## src/rtl/rf_access_arbiter.sv

```systemverilog
// Merges pipeline writeback and host register-file accesses onto one write port.
// Optional macro RF_HOST_READ_EN enables host reads through rf_raddr/rf_rdata.
module rf_access_arbiter #(
    parameter int STARVE_LIMIT = 4
) (
    input  logic        clk,
    input  logic        rst,
    input  logic        wb_wena,
    input  logic [4:0]  wb_waddr,
    input  logic [63:0] wb_wdata,
    input  logic        host_req,
    input  logic        host_we,
    input  logic [4:0]  host_addr,
    input  logic [63:0] host_wdata,
    input  logic [63:0] rf_rdata,
    output logic        rf_wena,
    output logic [4:0]  rf_waddr,
    output logic [63:0] rf_wdata,
    output logic [4:0]  rf_raddr,
    output logic        host_ack,
    output logic [63:0] host_rdata,
    output logic        pipe_stall
);

    typedef enum logic [1:0] {
        IDLE,
        PEND,
        ACK
    } state_t;

    state_t      state_q, state_d;
    logic        we_q, we_d;
    logic [4:0]  addr_q, addr_d;
    logic [63:0] wdata_q, wdata_d;
    logic [3:0]  cnt_q, cnt_d;
    logic        stall_q, stall_d;
    logic [3:0]  cnt_inc;
    logic        stall_eff;
    logic        host_grant;

    // Reset forces the writeback path as if the pipeline were not stalled.
    assign stall_eff  = stall_q & ~rst;
    assign host_grant = (state_q == PEND) & we_q & ~rst
                      & (~wb_wena | stall_q);
    assign cnt_inc    = (cnt_q == 4'hF) ? cnt_q : cnt_q + 4'd1;

`ifdef RF_HOST_READ_EN
    logic [63:0] rdata_q, rdata_d;
    assign rf_raddr   = addr_q;
    assign host_rdata = rdata_q;
`else
    logic unused_rdata;
    assign unused_rdata = ^rf_rdata;
    assign rf_raddr     = 5'd0;
    assign host_rdata   = 64'd0;
`endif

    always_comb begin
        state_d = state_q;
        we_d    = we_q;
        addr_d  = addr_q;
        wdata_d = wdata_q;
        cnt_d   = cnt_q;
        stall_d = stall_q;
`ifdef RF_HOST_READ_EN
        rdata_d = rdata_q;
`endif
        unique case (state_q)
            IDLE: begin
                if (host_req) begin
                    we_d    = host_we;
                    addr_d  = host_addr;
                    wdata_d = host_wdata;
                    cnt_d   = 4'd0;
                    state_d = PEND;
                end
            end
            PEND: begin
                if (!we_q) begin
`ifdef RF_HOST_READ_EN
                    rdata_d = rf_rdata;
`endif
                    state_d = ACK;
                end else if (host_grant) begin
                    state_d = ACK;
                end else begin
                    cnt_d = cnt_inc;
                    if (cnt_inc == 4'(STARVE_LIMIT)) begin
                        stall_d = 1'b1;
                    end
                end
            end
            ACK: begin
                stall_d = 1'b0;
                state_d = IDLE;
            end
            default: state_d = IDLE;
        endcase
    end

    always_ff @(posedge clk) begin
        if (rst) begin
            state_q <= IDLE;
            we_q    <= 1'b0;
            addr_q  <= 5'd0;
            wdata_q <= 64'd0;
            cnt_q   <= 4'd0;
            stall_q <= 1'b0;
`ifdef RF_HOST_READ_EN
            rdata_q <= 64'd0;
`endif
        end else begin
            state_q <= state_d;
            we_q    <= we_d;
            addr_q  <= addr_d;
            wdata_q <= wdata_d;
            cnt_q   <= cnt_d;
            stall_q <= stall_d;
`ifdef RF_HOST_READ_EN
            rdata_q <= rdata_d;
`endif
        end
    end

    always_comb begin
        if (host_grant) begin
            rf_wena  = (addr_q != 5'd0);
            rf_waddr = addr_q;
            rf_wdata = wdata_q;
        end else begin
            rf_wena  = wb_wena & ~stall_eff & (wb_waddr != 5'd0);
            rf_waddr = wb_waddr;
            rf_wdata = wb_wdata;
        end
    end

    assign host_ack   = (state_q == ACK) & ~rst;
    assign pipe_stall = stall_q;

endmodule

```

## config.mk

```make
export PLATFORM = sky130hd
export DESIGN_NAME = rf_access_arbiter
export DESIGN_NICKNAME = d
export VERILOG_FILES = /design/src/rtl/rf_access_arbiter.sv
export SDC_FILE = /design/constraint.sdc
export NUM_CORES = 1
export LEC_CHECK = 0
export CORE_AREA = 10 10 130 132
export CTS_BUF_LIST = sky130_fd_sc_hd__clkbuf_8 sky130_fd_sc_hd__clkbuf_16
export CTS_CLUSTER_SIZE = 8
export DETAILED_ROUTE_END_ITERATION = 10
export DIE_AREA = 0 0 140 142
export GPL_TIMING_DRIVEN = 1
export PLACE_DENSITY = 0.85
export SYNTH_ARGS = -nofsm -noshare
export SYNTH_HDL_FRONTEND = slang
export SYNTH_SLANG_ARGS = --single-unit
```

## constraint.sdc

```tcl
create_clock -name clk -period 1.9 [get_ports clk]
set_input_delay 0.38 -clock clk [delete_from_list [all_inputs] [get_ports clk]]
set_output_delay 0.38 -clock clk [all_outputs]
set_load 0.01 [all_outputs]
```

==> flow_summary.toml <==
[placed_design]
dp_hpwl_mm = 11.6
place_ws_ns = -0.910
placed_area_sq_um = 6410
io_buffers = 214
place_inst = 895
gp_congestion = 0.792

[sta]
fin_ws_ns = -0.345
setup_viol = 70
fmax_mhz = 445
tightest_slew_ns = 0.663
slew_viol_final = 0
timing.final.crit_share = 1.18
hold_viol = 0
setup_tns_ns = -21.84
skew_ns = 0.00684
period_needed_ns = 2.25
grt_setup_unrepaired = "yes"
maxSlewHeadroom = 0.558

[drt]
highest_layer = "met4"
met3_length_mm = 1.40
met2_length_mm = 7.94
drc = 0
m1WireLength_mm = 6.38
wl_per_cell_microns = 17.4
routed_wl_mm = 16.1
drt_first_pass_iters = 4
ant_nets = 0
vias = 4145
drt_iter0_drc = 121
via_per_inst = 4.48

[global_route]
grt_pass1_vias = 4581
antenna_found_initial = 0
grt_pass1_wl_mm = 24.9
grt_max_degree = 59
overflow = 0
grt_usage = 0.155

[synth]
yosysSeqAreaShare = 0.363
synth_top_area_frac = 0.363
synth.area.top_cells = "dfxtp_1, mux2_2, nand2_1"
ys_warn_count = 0
synth_area_per_cell_sq_um = 8.35
yosys.area.top_type = "dfxtp_1"
synth.distinct_cells = 33
syn_inst = 508
ys_ff_latch = 77
synth_area_sq_um = 4240

[clocking]
htree_levels = 3
clk_pin_slew_worst_paths_ns = 0.06
clock_latency_ns = 0.33
clock_path_buffers = 2
cts_tree = "built"
clock_sinks = 77
numCtsBuffers = 9
cts-root-buf = "clkbuf_16"

[layout]
num-fill-cells = 1307
seq_area_sq_um = 1550
final_common_cell = "nand2_1"
fin_area_sq_um = 7240
drive_above_1_share = 0.256
fin_nets = 944
mostFrequentLayoutCells = "nand2_1, clkdlybuf4s50_1, a21oi_1"
area_growth_pct = 70.8
utilization = 0.506
multi_input_area_sq_um = 2480
n_antenna_cell = 0
final_cells = 925

[critical_path]
crit_path_end_kind = "output port"
path_max_fanout = 17
startpoint_type = "input port"
crit_arrival_ns = 1.87
cp.required_ns = 1.52
crit_type = "input port to output port"

[power_and_ir_drop]
max-vdd-ir-drop_mv = 0.449
power.density_nw_per_um2 = 650
leakagePower_nw = 3.13

[floorplanning]
placeableCoreArea_sq_um = 14300
rows = 44
pin_count = 348
initial_core_util = 0.296
die_w_microns = 140
dieArea_sq_um = 19900
die_h_microns = 142

[worst_hold_path]
min_path_type = "register to register"

[status]
status = "finished, violations left"
violations = "setup timing"

[flow_run]
cap_violations = 0
==> timing repair <==
item	4_1_cts	5_1_grt
buffers inserted	13	1
pin swaps	3	3
hold buffers	0	0
resized for setup	337	35
setup endpoints to repair	71	71
gates cloned	7	0
==> through the flow <==
step                power (mW)  hold slack (ns)
global route              4.93            0.478
floorplan                 2.30            0.433
detailed placement        2.78            0.443
CTS                       4.73            0.456
global placement          2.76            0.441
finish                    4.71            0.453
==> cells in the mapped netlist, drive strengths merged <==
master / n
and3: 1
buf: 87
or4: 2
nand3b: 3
nor3b: 1
conb: 1
nand2b: 1
nand3: 4
nand2: 145
o21ai: 3
inv: 1
o221ai: 1
o211a: 1
a41oi: 1
nand4: 1
a21oi: 74
mux2i: 3
nor2b: 4
nor3: 4
and2b: 2
clkbuf: 15
dfxtp: 77
nor2: 3
or3b: 1
a31oi: 1
mux2: 70
ha: 1
==> final timing paths <==
check	start	endpoint	slack [ns]	cells past startpoint
worst max-delay path	wb_wena	rf_wdata[30]	-0.35	6
worst min-delay path	wdata_q[7]	wdata_q[7]	0.45	2
worst max register to register	state_q[1]	wdata_q[35]	0.22	6
worst min register to register	wdata_q[7]	wdata_q[7]	0.45	2
==> layout make-up <==
class / count / share of cell area
clock inverters: 5 / 0.0102
repair buffers: 251 / 0.367
inverters: 1 / 0.000518
well taps: 184 / 0.0318
clock buffers: 11 / 0.0349
multi-input cells: 396 / 0.342
flip-flops and latches: 77 / 0.214
==> flip-flops by register name, summed over array words and instances, names as in the netlist <==
name and flops:
addr_q 5, cnt_q 4, pipe_stall 1, state_q 2, wdata_q 64, we_q 1
==> worst max-delay path: stages <==
cell           delay [ns]
dlygate4sd2_1        0.25
nor2b_4              0.14
nor3_4               0.20
buf_6                0.24
mux2_2               0.35
dlygate4sd2_1        0.29
==> where the power goes <==
part	leakage (nW)	internal [mW]	switching, mW
Combinational	2.33	0.606	0.439
Clock	0.167	1.21	0.677
Sequential	0.633	1.71	0.0581
Total	3.13	3.53	1.17
==> cells by family (layout without fill, tap and decap cells) <==
kind of cell	count (synthesis)	after routing	share of synthesized area
mux	73	73	0.193
other cells	1	69	0.000884
flops	77	77	0.363
fa+ha+maj	1	1	0.00295
buf+inv	103	268	0.168
simple gates	172	172	0.173
compound gates	81	81	0.0997
==> per-layer routing <==
metal / global-route usage / vias up
met1: 0.171 / 1927
met3: 0.0641 / 23
met5: 0 / -
li1: - / 2006
met2: 0.261 / 189
met4: 0.0614 / 0
Power figures use the tool's default switching activity.
